`config.mk`:
```
export PLATFORM = sky130hd
export DESIGN_NAME = n101_icb_uart_v2_flat
export DESIGN_NICKNAME = d
export VERILOG_FILES = /design/src/rtl/n101_icb_uart_v2_if.sv /design/src/rtl/n101_icb_uart_v2.sv /design/src/flat_wrapper.sv
export SDC_FILE = /design/constraint.sdc
export NUM_CORES = 1
export LEC_CHECK = 0
export ABC_AREA = 1
export BUFFER_PORTS_ARGS = -buffer_cell sky130_fd_sc_hd__buf_2
export CAP_MARGIN = 10
export CORE_MARGIN = 1
export CORE_UTILIZATION = 50
export CTS_CLUSTER_DIAMETER = 30
export DETAILED_ROUTE_END_ITERATION = 16
export PLACE_DENSITY = 0.71
export SYNTH_ARGS = -nofsm -noshare
export SYNTH_HDL_FRONTEND = slang
export SYNTH_SLANG_ARGS = --single-unit
export TNS_END_PERCENT = 5
```
`constraint.sdc`:
```
create_clock -name clk -period 2.67 [get_ports clk]
set_input_delay 0 -clock clk [delete_from_list [all_inputs] [get_ports clk]]
set_output_delay 0 -clock clk [all_outputs]
set_load 0.01 [all_outputs]
```
`src/rtl/n101_icb_uart_v2_if.sv`:
```
// ICB command/response channel between the peripheral fabric (master) and the UART (slave).
interface n101_icb_uart_v2_if #(
   parameter int ADDR_W = 32
) ();
   logic              cmd_valid;
   logic              cmd_ready;
   logic [ADDR_W-1:0] cmd_addr;
   logic              cmd_read;
   logic [31:0]       cmd_wdata;
   logic              rsp_valid;
   logic              rsp_ready;
   logic [31:0]       rsp_rdata;

   modport master (
      output cmd_valid, cmd_addr, cmd_read, cmd_wdata, rsp_ready,
      input  cmd_ready, rsp_valid, rsp_rdata
   );
   modport slave (
      input  cmd_valid, cmd_addr, cmd_read, cmd_wdata, rsp_ready,
      output cmd_ready, rsp_valid, rsp_rdata
   );
endinterface

```
`src/rtl/n101_icb_uart_v2.sv`:
```
// Native ICB-slave UART: TX/RX FIFOs, optional parity, 1/2 stop bits, sticky error flags, level IRQ.
// state   | meaning
// IDLE    | line idle; TX waits for txen and data, RX waits for a falling edge
// START   | start bit (RX: half-bit wait, then glitch check)
// DATA    | 8 data bits, LSB first
// PAR     | parity bit (only when parity enabled)
// STOP    | stop bit(s); TX 1 or 2, RX checks one
module n101_icb_uart_v2 #(
   parameter int               FIFO_DEPTH = 8,
   parameter int               DIV_W      = 16,
   parameter logic [DIV_W-1:0] DIV_RST    = DIV_W'(138),
   parameter int               ADDR_W     = 32
) (
   input  logic                  clk,
   input  logic                  rst_n,
   n101_icb_uart_v2_if.slave     i_icb,
   output logic                  io_interrupts_0_0,
   output logic                  io_port_txd,
   input  logic                  io_port_rxd
);
   localparam int AW = $clog2(FIFO_DEPTH);
   localparam int CW = AW + 1;

   typedef enum logic [2:0] {S_IDLE, S_START, S_DATA, S_PAR, S_STOP} uart_st_e;

   logic             rsp_valid_q, rsp_valid_d;
   logic [31:0]      rdata_q, rdata_d, rdata_mux;
   logic             txen_q, txen_d, nstop_q, nstop_d, rxen_q, rxen_d;
   logic [5:0]       txcnt_q, txcnt_d, rxcnt_q, rxcnt_d;
   logic [3:0]       ie_q, ie_d, ip;
   logic             rxovf_q, rxovf_d, parerr_q, parerr_d, irq_q, irq_d;
   logic [DIV_W-1:0] div_q, div_d;
   logic             par_en_q, par_en_d, par_odd_q, par_odd_d;

   logic [7:0]       tx_mem [FIFO_DEPTH];
   logic [7:0]       rx_mem [FIFO_DEPTH];
   logic [CW-1:0]    tx_wp_q, tx_wp_d, tx_rp_q, tx_rp_d, rx_wp_q, rx_wp_d, rx_rp_q, rx_rp_d;
   logic [CW-1:0]    tx_count, rx_count;
   logic             tx_full, tx_empty, rx_full, rx_empty;
   logic             tx_push, tx_pop, rx_push_req, rx_push, rx_pop, rx_ovf_set, par_err_set;

   uart_st_e         tx_st_q, tx_st_d, rx_st_q, rx_st_d;
   logic [DIV_W-1:0] tx_cnt_q, tx_cnt_d, rx_cnt_q, rx_cnt_d, rx_start_ld;
   logic [DIV_W:0]   rx_half;
   logic [2:0]       tx_bit_q, tx_bit_d, rx_bit_q, rx_bit_d;
   logic [7:0]       tx_data_q, tx_data_d, rx_sh_q, rx_sh_d;
   logic             tx_stop2_q, tx_stop2_d, txd_q, txd_d, rx_bad_q, rx_bad_d;
   logic             rx_s1_q, rx_s2_q, rx_s3_q;
   logic             cmd_acc, wr, rd, tx_tc, rx_tc, rx_fall;
   logic [2:0]       sel;
   logic             unused_bits;

   assign unused_bits        = ^{i_icb.cmd_addr[ADDR_W-1:0], i_icb.cmd_wdata};
   assign i_icb.cmd_ready    = ~rsp_valid_q | i_icb.rsp_ready;
   assign i_icb.rsp_valid    = rsp_valid_q;
   assign i_icb.rsp_rdata    = rdata_q;
   assign io_interrupts_0_0  = irq_q;
   assign io_port_txd        = txd_q;

   assign cmd_acc  = i_icb.cmd_valid & i_icb.cmd_ready;
   assign wr       = cmd_acc & ~i_icb.cmd_read;
   assign rd       = cmd_acc & i_icb.cmd_read;
   assign sel      = i_icb.cmd_addr[4:2];

   assign tx_count = tx_wp_q - tx_rp_q;
   assign rx_count = rx_wp_q - rx_rp_q;
   assign tx_full  = (tx_count == CW'(FIFO_DEPTH));
   assign rx_full  = (rx_count == CW'(FIFO_DEPTH));
   assign tx_empty = (tx_count == '0);
   assign rx_empty = (rx_count == '0);
   assign tx_push  = wr & (sel == 3'd0) & (~tx_full | tx_pop);
   assign rx_pop   = rd & (sel == 3'd1) & ~rx_empty;
   assign rx_push  = rx_push_req & (~rx_full | rx_pop);
   assign rx_ovf_set = rx_push_req & rx_full & ~rx_pop;

   assign ip = {parerr_q, rxovf_q, int'(rx_count) > int'(rxcnt_q), int'(tx_count) < int'(txcnt_q)};

   assign tx_tc   = (tx_cnt_q == '0);
   assign rx_tc   = (rx_cnt_q == '0);
   assign rx_fall = rx_s3_q & ~rx_s2_q;
   // Half-bit wait so later samples land mid-bit.
   assign rx_half     = ({1'b0, div_q} + {{DIV_W{1'b0}}, 1'b1}) >> 1;
   assign rx_start_ld = (rx_half == '0) ? '0 : DIV_W'(rx_half - 1'b1);

   always_ff @(posedge clk) begin
      if (tx_push) tx_mem[tx_wp_q[AW-1:0]] <= i_icb.cmd_wdata[7:0];
      if (rx_push) rx_mem[rx_wp_q[AW-1:0]] <= rx_sh_q;
   end

   always_comb begin
      rdata_mux = '0;
      case (sel)
         3'd0: rdata_mux[31] = tx_full;
         3'd1: rdata_mux = {rx_empty, 23'b0, rx_mem[rx_rp_q[AW-1:0]]};
         3'd2: rdata_mux = {10'b0, txcnt_q, 14'b0, nstop_q, txen_q};
         3'd3: rdata_mux = {10'b0, rxcnt_q, 15'b0, rxen_q};
         3'd4: rdata_mux[3:0] = ie_q;
         3'd5: rdata_mux[3:0] = ip;
         3'd6: rdata_mux[DIV_W-1:0] = div_q;
         default: rdata_mux[1:0] = {par_odd_q, par_en_q};
      endcase
   end

   always_comb begin
      rsp_valid_d = rsp_valid_q;
      rdata_d     = rdata_q;
      txen_d = txen_q;  nstop_d = nstop_q;  txcnt_d = txcnt_q;
      rxen_d = rxen_q;  rxcnt_d = rxcnt_q;  ie_d = ie_q;  div_d = div_q;
      par_en_d = par_en_q;  par_odd_d = par_odd_q;
      rxovf_d  = rxovf_q;
      parerr_d = parerr_q;
      if (cmd_acc) begin
         rsp_valid_d = 1'b1;
         rdata_d     = i_icb.cmd_read ? rdata_mux : '0;
      end else if (i_icb.rsp_ready) begin
         rsp_valid_d = 1'b0;
      end
      if (wr) begin
         case (sel)
            3'd2: begin txen_d = i_icb.cmd_wdata[0]; nstop_d = i_icb.cmd_wdata[1]; txcnt_d = i_icb.cmd_wdata[21:16]; end
            3'd3: begin rxen_d = i_icb.cmd_wdata[0]; rxcnt_d = i_icb.cmd_wdata[21:16]; end
            3'd4: ie_d = i_icb.cmd_wdata[3:0];
            3'd5: begin rxovf_d = rxovf_q & ~i_icb.cmd_wdata[2]; parerr_d = parerr_q & ~i_icb.cmd_wdata[3]; end
            3'd6: div_d = i_icb.cmd_wdata[DIV_W-1:0];
            3'd7: begin par_en_d = i_icb.cmd_wdata[0]; par_odd_d = i_icb.cmd_wdata[1]; end
            default: ;
         endcase
      end
      // A new error in the same cycle as a clear wins.
      rxovf_d  = rxovf_d | rx_ovf_set;
      parerr_d = parerr_d | par_err_set;
      irq_d    = |(ie_q & ip);
      tx_wp_d  = tx_wp_q + CW'(tx_push);
      tx_rp_d  = tx_rp_q + CW'(tx_pop);
      rx_wp_d  = rx_wp_q + CW'(rx_push);
      rx_rp_d  = rx_rp_q + CW'(rx_pop);
   end

   always_comb begin
      tx_st_d = tx_st_q;  tx_cnt_d = tx_cnt_q;  tx_bit_d = tx_bit_q;
      tx_data_d = tx_data_q;  tx_stop2_d = tx_stop2_q;  txd_d = txd_q;
      tx_pop = 1'b0;
      case (tx_st_q)
         S_IDLE: begin
            txd_d = 1'b1;
            if (txen_q && !tx_empty) begin
               tx_pop = 1'b1;  tx_data_d = tx_mem[tx_rp_q[AW-1:0]];
               tx_st_d = S_START;  tx_cnt_d = div_q;  txd_d = 1'b0;
            end
         end
         S_START: if (tx_tc) begin
            tx_st_d = S_DATA;  tx_cnt_d = div_q;  tx_bit_d = 3'd0;  txd_d = tx_data_q[0];
         end else tx_cnt_d = tx_cnt_q - 1'b1;
         S_DATA: if (tx_tc) begin
            tx_cnt_d = div_q;
            if (tx_bit_q == 3'd7) begin
               if (par_en_q) begin tx_st_d = S_PAR;  txd_d = ^tx_data_q ^ par_odd_q; end
               else begin tx_st_d = S_STOP;  txd_d = 1'b1;  tx_stop2_d = nstop_q; end
            end else begin
               tx_bit_d = tx_bit_q + 3'd1;  txd_d = tx_data_q[tx_bit_q + 3'd1];
            end
         end else tx_cnt_d = tx_cnt_q - 1'b1;
         S_PAR: if (tx_tc) begin
            tx_st_d = S_STOP;  tx_cnt_d = div_q;  txd_d = 1'b1;  tx_stop2_d = nstop_q;
         end else tx_cnt_d = tx_cnt_q - 1'b1;
         S_STOP: if (tx_tc) begin
            if (tx_stop2_q) begin tx_stop2_d = 1'b0;  tx_cnt_d = div_q; end
            else tx_st_d = S_IDLE;
         end else tx_cnt_d = tx_cnt_q - 1'b1;
         default: begin tx_st_d = S_IDLE;  txd_d = 1'b1; end
      endcase
   end

   always_comb begin
      rx_st_d = rx_st_q;  rx_cnt_d = rx_cnt_q;  rx_bit_d = rx_bit_q;
      rx_sh_d = rx_sh_q;  rx_bad_d = rx_bad_q;
      rx_push_req = 1'b0;  par_err_set = 1'b0;
      case (rx_st_q)
         S_IDLE: if (rxen_q && rx_fall) begin rx_st_d = S_START;  rx_cnt_d = rx_start_ld; end
         S_START: if (rx_tc) begin
            if (rx_s2_q) rx_st_d = S_IDLE;
            else begin rx_st_d = S_DATA;  rx_cnt_d = div_q;  rx_bit_d = 3'd0;  rx_bad_d = 1'b0; end
         end else rx_cnt_d = rx_cnt_q - 1'b1;
         S_DATA: if (rx_tc) begin
            rx_sh_d = {rx_s2_q, rx_sh_q[7:1]};  rx_cnt_d = div_q;
            if (rx_bit_q == 3'd7) rx_st_d = par_en_q ? S_PAR : S_STOP;
            else rx_bit_d = rx_bit_q + 3'd1;
         end else rx_cnt_d = rx_cnt_q - 1'b1;
         S_PAR: if (rx_tc) begin
            rx_bad_d    = rx_s2_q != (^rx_sh_q ^ par_odd_q);
            par_err_set = rx_bad_d;
            rx_st_d = S_STOP;  rx_cnt_d = div_q;
         end else rx_cnt_d = rx_cnt_q - 1'b1;
         S_STOP: if (rx_tc) begin
            rx_st_d = S_IDLE;
            rx_push_req = rx_s2_q & ~rx_bad_q;
         end else rx_cnt_d = rx_cnt_q - 1'b1;
         default: rx_st_d = S_IDLE;
      endcase
   end

   always_ff @(posedge clk or negedge rst_n) begin
      if (!rst_n) begin
         rsp_valid_q <= 1'b0;  rdata_q <= '0;
         txen_q <= 1'b0;  nstop_q <= 1'b0;  txcnt_q <= '0;  rxen_q <= 1'b0;  rxcnt_q <= '0;
         ie_q <= '0;  rxovf_q <= 1'b0;  parerr_q <= 1'b0;  irq_q <= 1'b0;  div_q <= DIV_RST;
         par_en_q <= 1'b0;  par_odd_q <= 1'b0;
         tx_wp_q <= '0;  tx_rp_q <= '0;  rx_wp_q <= '0;  rx_rp_q <= '0;
         tx_st_q <= S_IDLE;  tx_cnt_q <= '0;  tx_bit_q <= '0;  tx_data_q <= '0;
         tx_stop2_q <= 1'b0;  txd_q <= 1'b1;
         rx_st_q <= S_IDLE;  rx_cnt_q <= '0;  rx_bit_q <= '0;  rx_sh_q <= '0;  rx_bad_q <= 1'b0;
         rx_s1_q <= 1'b1;  rx_s2_q <= 1'b1;  rx_s3_q <= 1'b1;
      end else begin
         rsp_valid_q <= rsp_valid_d;  rdata_q <= rdata_d;
         txen_q <= txen_d;  nstop_q <= nstop_d;  txcnt_q <= txcnt_d;  rxen_q <= rxen_d;  rxcnt_q <= rxcnt_d;
         ie_q <= ie_d;  rxovf_q <= rxovf_d;  parerr_q <= parerr_d;  irq_q <= irq_d;  div_q <= div_d;
         par_en_q <= par_en_d;  par_odd_q <= par_odd_d;
         tx_wp_q <= tx_wp_d;  tx_rp_q <= tx_rp_d;  rx_wp_q <= rx_wp_d;  rx_rp_q <= rx_rp_d;
         tx_st_q <= tx_st_d;  tx_cnt_q <= tx_cnt_d;  tx_bit_q <= tx_bit_d;  tx_data_q <= tx_data_d;
         tx_stop2_q <= tx_stop2_d;  txd_q <= txd_d;
         rx_st_q <= rx_st_d;  rx_cnt_q <= rx_cnt_d;  rx_bit_q <= rx_bit_d;  rx_sh_q <= rx_sh_d;  rx_bad_q <= rx_bad_d;
         rx_s1_q <= io_port_rxd;  rx_s2_q <= rx_s1_q;  rx_s3_q <= rx_s2_q;
      end
   end
endmodule
```
`src/flat_wrapper.sv`:
```
// flat-port wrapper written by rule: the top's interface ports become plain ports
module n101_icb_uart_v2_flat 
#(
   parameter int               FIFO_DEPTH = 8,
   parameter int               DIV_W      = 16,
   parameter logic [DIV_W-1:0] DIV_RST    = DIV_W'(138),
   parameter int               ADDR_W     = 32
)
  (clk, rst_n, io_interrupts_0_0, io_port_txd, io_port_rxd, i_icb_cmd_valid, i_icb_cmd_addr, i_icb_cmd_read, i_icb_cmd_wdata, i_icb_rsp_ready, i_icb_cmd_ready, i_icb_rsp_valid, i_icb_rsp_rdata);
  n101_icb_uart_v2_if #(.ADDR_W(ADDR_W)) i_icb_i ();
  input  logic clk;
  input  logic rst_n;
  output logic io_interrupts_0_0;
  output logic io_port_txd;
  input  logic io_port_rxd;
  input wire logic [$bits(i_icb_i.cmd_valid)-1:0] i_icb_cmd_valid;
  input wire logic [$bits(i_icb_i.cmd_addr)-1:0] i_icb_cmd_addr;
  input wire logic [$bits(i_icb_i.cmd_read)-1:0] i_icb_cmd_read;
  input wire logic [$bits(i_icb_i.cmd_wdata)-1:0] i_icb_cmd_wdata;
  input wire logic [$bits(i_icb_i.rsp_ready)-1:0] i_icb_rsp_ready;
  output wire logic [$bits(i_icb_i.cmd_ready)-1:0] i_icb_cmd_ready;
  output wire logic [$bits(i_icb_i.rsp_valid)-1:0] i_icb_rsp_valid;
  output wire logic [$bits(i_icb_i.rsp_rdata)-1:0] i_icb_rsp_rdata;
  assign i_icb_i.cmd_valid = i_icb_cmd_valid;
  assign i_icb_i.cmd_addr = i_icb_cmd_addr;
  assign i_icb_i.cmd_read = i_icb_cmd_read;
  assign i_icb_i.cmd_wdata = i_icb_cmd_wdata;
  assign i_icb_i.rsp_ready = i_icb_rsp_ready;
  assign i_icb_cmd_ready = i_icb_i.cmd_ready;
  assign i_icb_rsp_valid = i_icb_i.rsp_valid;
  assign i_icb_rsp_rdata = i_icb_i.rsp_rdata;
  n101_icb_uart_v2 #(.FIFO_DEPTH(FIFO_DEPTH), .DIV_W(DIV_W), .DIV_RST(DIV_RST), .ADDR_W(ADDR_W)) u_core (.clk(clk), .rst_n(rst_n), .i_icb(i_icb_i), .io_interrupts_0_0(io_interrupts_0_0), .io_port_txd(io_port_txd), .io_port_rxd(io_port_rxd));
endmodule
```
Word level (Yosys, flattened, before mapping)

Memories as Yosys holds them, arrays and structs flattened. A register that Yosys moved wholly into a read port is not among the register bits.
Cells that the tools add are included.

Add/subtract/negate cells: 12
$lt $le $gt $ge: 3
Equality and inequality tests: 40
Muxes and demuxes: 79
Bitwise logic cells: 33
Reduce and logical (&&, ||, !) cells: 40

Operators with widths:

| operator              | count |
|---|---|
| $mux 16               | 10 |
| $pmux 16 s4           | 1 |
| $mux 3                | 21 |
| $pmux 16 s3           | 1 |
| $sub 16x1->16 const B | 3 |
| $logic_not 16->1      | 2 |
| $mux 32               | 1 |
| $mux 1                | 31 |
| $pmux 3 s5            | 2 |
| $eq 3x3->1 const B    | 8 |
| $ne 2x1->1 const B    | 12 |
| $pmux 12 s2           | 1 |
| $eq 3x2->1 const B    | 6 |
| $add 16x1->17 const B | 1 |
| $logic_not 17->1      | 1 |
| $add 4x1->4           | 4 |
| $reduce_and 4->1      | 4 |
| $reduce_xor 8->1      | 2 |
| $and 1x1->1           | 14 |
| $pmux 2 s7            | 1 |
| $reduce_and 2->1      | 7 |
| $ne 2x2->1 const B    | 6 |
| $pmux 3 s2            | 2 |
| $pmux 6 s2            | 1 |
| 34 further kinds      | 65 |

Register bits: 147
Memory bits (writable): 128
Input bits: 70
Output and inout bits: 36
Logic and storage cells: 240
Memories kept: 2

Memory list:

| name          | depth | width | read ports | clocked after memory_dff | wr ports | RTL line               | text |
|---|---|---|---|---|---|---|---|
| u_core.rx_mem | 8     | 8     | 1          | 0                        | 1        | n101_icb_uart_v2.sv:36 | `logic [7:0] rx_mem [FIFO_DEPTH];` |
| u_core.tx_mem | 8     | 8     | 1          | 1                        | 1        | n101_icb_uart_v2.sv:35 | `logic [7:0] tx_mem [FIFO_DEPTH];` |

Longest topological paths before layout

Word-level depth: 10
Gate-level depth with buffers: 16
Mapped depth without buffers: 16

Worst setup path before layout

OpenSTA, ideal clock, no wires.

Path kind: register to register
Start: register u_core.rx_rp_q[1]
End: memory u_core.rx_mem[0][0] (enable)
Setup time: 0.383 ns
Arrival: 2.531 ns
Required time: 2.287 ns
Setup slack: -0.245 ns
Stages on the path, launching flop included: 11
Path buffers: 1
Clock period less this slack: 2.915 ns
Path through: dfrtp_1 -> inv_1 -> clkbuf_1 -> fa_1 -> xor2_1 -> nor3b_1 -> nand2_1 -> nand2_1 -> a31oi_2 -> nand2_1 -> nor3_1

Longest elaborated chain between the ends: 8
Elaborated cells between the ends (all ways): 10
Classes of those cells: add/sub (1); eq/ne (1); mux (2); bitwise (5); reduce/logical (1)

Ends and longest elaborated chain:

| what                           | RTL line                | text |
|---|---|---|
| from (decl)                    | n101_icb_uart_v2.sv:37  | `logic [CW-1:0] tx_wp_q, tx_wp_d, tx_rp_q, tx_rp_d, rx_wp_q, rx_wp_d, rx_rp_q, rx_rp_d;` |
| from (signal assigned)         | n101_icb_uart_v2.sv:218 | `tx_wp_q <= tx_wp_d; tx_rp_q <= tx_rp_d; rx_wp_q <= rx_wp_d; rx_rp_q <= rx_rp_d;` |
| $sub 4x4->4 *                  | n101_icb_uart_v2.sv:66  | `assign rx_count = rx_wp_q - rx_rp_q;` |
| $logic_not 4->1                | n101_icb_uart_v2.sv:70  | `assign rx_empty = (rx_count == '0);` |
| $not 1->1                      | n101_icb_uart_v2.sv:72  | `assign rx_pop = rd & (sel == 3'd1) & ~rx_empty;` |
| $and 1x1->1                    | n101_icb_uart_v2.sv:72  |  |
| $or 1x1->1 *                   | n101_icb_uart_v2.sv:73  | `assign rx_push = rx_push_req & (~rx_full \| rx_pop);` |
| $and 1x1->1 *                  | n101_icb_uart_v2.sv:73  |  |
| $mux 1 *                       | n101_icb_uart_v2.sv:87  | `if (rx_push) rx_mem[rx_wp_q[AW-1:0]] <= rx_sh_q;` |
| $mux 1 (not written as such) * | n101_icb_uart_v2.sv:87  |  |
| to (decl)                      | n101_icb_uart_v2.sv:36  |  |

Mark *: on every way between the ends. The rest lies on a longest branch, timed or not.

Worst setup path after layout

Start: register u_core.rx_wp_q[0]
End: memory u_core.rx_mem[6][2] (enable)

Longest elaborated chain between the ends: 8
Elaborated cells between the ends (all ways): 10
Classes of those cells: add/sub (1); eq/ne (1); mux (2); bitwise (5); reduce/logical (1)

Ends and longest elaborated chain:

| what                         | RTL line |
|---|---|
| from (decl)                  | n101_icb_uart_v2.sv:37 |
| from (signal assigned)       | n101_icb_uart_v2.sv:218 |
| $sub 4x4->4                  | n101_icb_uart_v2.sv:66 |
| $logic_not 4->1              | n101_icb_uart_v2.sv:70 |
| $not 1->1                    | n101_icb_uart_v2.sv:72 |
| $and 1x1->1                  | n101_icb_uart_v2.sv:72 |
| $or 1x1->1                   | n101_icb_uart_v2.sv:73 |
| $and 1x1->1                  | n101_icb_uart_v2.sv:73 |
| $mux 1                       | n101_icb_uart_v2.sv:87 |
| $mux 1 (not written as such) | n101_icb_uart_v2.sv:87 |

Parallel ways exist; a longest one is shown, timed or not.

==> impl_metrics.tcl <==
set metrics [dict create \
    ff_latch_area_mm2 0.007506 \
    port_buffers 57 \
    dr.pass1.iters 5 \
    fillers 2225 \
    ir_worst_vdd_v 0.0006229 \
    ys_seq_area_share_pct 53.25 \
    drive_above_1_share_pct 18.78 \
    wire_per_inst_um 17.70 \
    cts.clk_slew.worst_paths_ps 50 \
    numCtsBuffers 57 \
    drv_cap 0 \
    required_ps 2950 \
    nets 1801 \
    yosysTopAreaCell "edfxtp_1" \
    rows 61 \
    grt_max_degree 74 \
    grt_pass1_vias 11410 \
    synth-edff-count 128 \
    synth_seq_cells 274 \
    hold_violations 0 \
    post-place-cells 1979 \
    via_per_inst 5.496 \
    start_util_pct 50.73 \
    area_growth_pct 25.20 \
    vias 11680 \
    place.gp.congestion 0.8752 \
    final_cell_count_no_fill 2125 \
    wl_um 37610 \
    layout_min_cycle_time_ps 2683 \
    insertion_delay_ps 580 \
    dp_hpwl_um 25270 \
    h-tree-depth 2 \
    timing.fmax_mhz 372.8 \
    drtIter0Drc 1078 \
    setup-violations-final 8 \
    cp-end-kind "register" \
    n_antenna_cell 0 \
    postSynthAreaPerCell_um2 9.224 \
    multiInputGateArea_mm2 0.005897 \
    powerDensity_mw_per_mm2 1107 \
    ctsRootBufferMaster "clkbuf_16" \
    die_x_um 169.9 \
    rsz0062_at_grt "yes" \
    overflow 0 \
    core-area_mm2 0.02778 \
    drcViolationCount 0 \
    synthFlopType "dfrtp_1" \
    cts_tree "yes" \
    p_leak_nw 7.792 \
    fin_ws_ps -12.62 \
    max_slew_margin_pct 50.23 \
    track_usage_pct 26.61 \
    status "finished with violations" \
    dieArea_mm2 0.02886 \
    finish.instance_area_mm2 0.01765 \
    cts_sinks 274 \
    die_y_um 169.9 \
    clock_path_buffers 3 \
    synth_area_mm2 0.01409 \
    post-route-period-util_pct 100.5 \
    ys_warn_count 0 \
    antenna_found_initial 0 \
    cp_max_fo 8 \
    io_pins 106 \
    synthTopCellsByArea "edfxtp_1 (27%), dfrtp_1 (25%), nand2_1 (7.9%)" \
    hold_class "in2async" \
    tightest_slew_ps 746.6 \
    synth_top_area_share_pct 27.27 \
    grt_pass1_wl_um 60060 \
    violations "setup timing" \
    async_flop_share_pct 53.28 \
    synthCells 1528 \
    startpoint_type "register" \
    fin_skew_ps 43.96 \
    crit_type "reg2reg" \
    place_area_mm2 0.01518 \
    arrival_ps 2960 \
    ant_nets 0 \
    synth.distinct_cells 58 \
    finalMaxSlewViolations 0 \
]
==> critical path, cell delays in order, from the launching register on <==
cell,delay [ps]
dfrtp_1,400
inv_1,120
ha_1,170
inv_1,60
fa_1,410
xor2_2,170
nor3b_1,80
nand2_1,110
nand2_2,90
a31oi_4,210
nand2_2,160
nor3_2,190
buf_6,180
==> placed cells by master (no fill, tap or decap), types with 49 or more instances in the layout <==
cell,count
nand2_1,294
inv_1,165
o21ai_0,157
dfrtp_1,139
nor2_1,131
edfxtp_1,128
nand3_1,60
clkbuf_16,59
buf_2,56
buf_4,54
a21oi_1,49
==> path summary, 6_finish.rpt <==
path / start / depth (start not counted) / end / slack, ps
hold / removal: rst_n / 2 / u_core.tx_data_q[2]$_DFFE_PN0P_ / 20
max in group asynchronous: rst_n / 3 / u_core.div_q[1]$_DFFE_PN1P_ / 1870
setup / recovery: u_core.rx_wp_q[0]$_DFF_PN0_ / 12 / u_core.rx_mem[6][2]$_DFFE_PP_ / -10
min in group clk: io_port_rxd / 2 / u_core.rx_s1_q$_DFF_PN1_ / 80
hold reg to reg: u_core.rx_s1_q$_DFF_PN1_ / 0 / u_core.rx_s2_q$_DFF_PN1_ / 360
setup reg to reg: u_core.rx_wp_q[0]$_DFF_PN0_ / 12 / u_core.rx_mem[6][2]$_DFFE_PP_ / -10
==> stage by stage <==
step                      hold slack [ps]  setup slack [ps]  power, W  util (%)  TNS (ps)
after floorplan                    -295.6            -43.03   0.01028         -     -4045
after global placement              81.17             55.33   0.01190     54.63         0
after detailed placement            82.63            -88.41   0.01210     54.63     -1472
after CTS                           63.67            -109.2   0.01928     62.86     -2747
after global routing                64.23            -116.4   0.02071     63.52     -7397
final                               24.17            -12.62   0.01954     63.52    -65.03
==> cells in the mapped netlist (3+ instances only) <==
cell type / instances
o211ai_1: 13
mux2_2: 4
o21ai_1: 8
or2_2: 7
nand3_1: 60
nor2_1: 141
a21boi_1: 4
o22ai_1: 14
a21oi_1: 49
nor3_1: 26
buf_2: 5
inv_2: 4
xor2_1: 33
nand2_2: 22
o21ai_0: 157
a22o_1: 14
nand3_2: 5
clkinv_1: 3
nand2_1: 298
ha_1: 31
inv_1: 167
nor2_4: 6
dfrtp_1: 139
clkbuf_1: 30
buf_4: 13
xnor2_1: 25
a21boi_2: 3
o2111ai_1: 4
dfstp_2: 7
a31oi_1: 3
mux2i_1: 16
nor4_1: 3
nor2_2: 8
o221ai_1: 21
nand4_1: 14
o31ai_1: 10
edfxtp_1: 128
nand3b_1: 4
a21oi_2: 3
==> per-layer routing <==
| metal | vias up | routed length, um | track usage [%] |
|---|---|---|---|
| met5 | - | 0 | 0 |
| met4 | 0 | 979 | 8.382 |
| met3 | 84 | 2629 | 4.977 |
| met2 | 440 | 17900 | 43.89 |
| met1 | 5612 | 16100 | 35.54 |
| li1 | 5543 | - | - |
==> repair_timing <==
action                                  CTS  global route
hold endpoints to repair                179             0
buffers inserted                          0             7
pin swaps                                 0             5
endpoints found under the setup margin   70           158
resized for setup                         1            26
hold buffers                             31             0
==> layout make-up <==
class	instances	area share, %
clock buffer	73	9.061
clock inverter	35	2.113
inverter	174	3.701
multi-input combinational	1039	33.42
sequential	274	42.53
tap	378	2.680
timing repair buffer	152	6.495
==> kinds of logic after synthesis <==
| logic type | after synthesis | share of synthesized area (%) |
|---|---|---|
| and+or+nand+nor | 601 | 18.67 |
| AOI/OAI and AO/OA | 318 | 13.55 |
| other | 1 | 0.02661 |
| DFF | 274 | 53.25 |
| xor gates and xnor gates | 58 | 3.604 |
| buffers and inverters | 223 | 6.409 |
| muxes | 20 | 1.456 |
| adders and majority gates | 33 | 3.036 |
==> power by group <==
| group | internal [W] | switching [W] | total, W |
|---|---|---|---|
| Combinational | 0.00253 | 0.00426 | 0.00679 |
| Sequential | 0.00510 | 0.000613 | 0.00572 |
| Clock | 0.00464 | 0.00239 | 0.00703 |
| Total | 0.0123 | 0.00726 | 0.0195 |
==> flip-flops by register name, summed over array words and instances (netlist names), 4 cells and up <==
signal,count
u_core.div_q,16
u_core.i_icb.rsp_rdata,23
u_core.ie_q,4
u_core.rx_cnt_q,16
u_core.rx_mem,64
u_core.rx_rp_q,4
u_core.rx_sh_q,8
u_core.rx_wp_q,4
u_core.rxcnt_q,6
u_core.tx_cnt_q,16
u_core.tx_data_q,8
u_core.tx_mem,64
u_core.tx_rp_q,4
u_core.tx_wp_q,4
u_core.txcnt_q,6
Power figures use the tool's default switching activity.
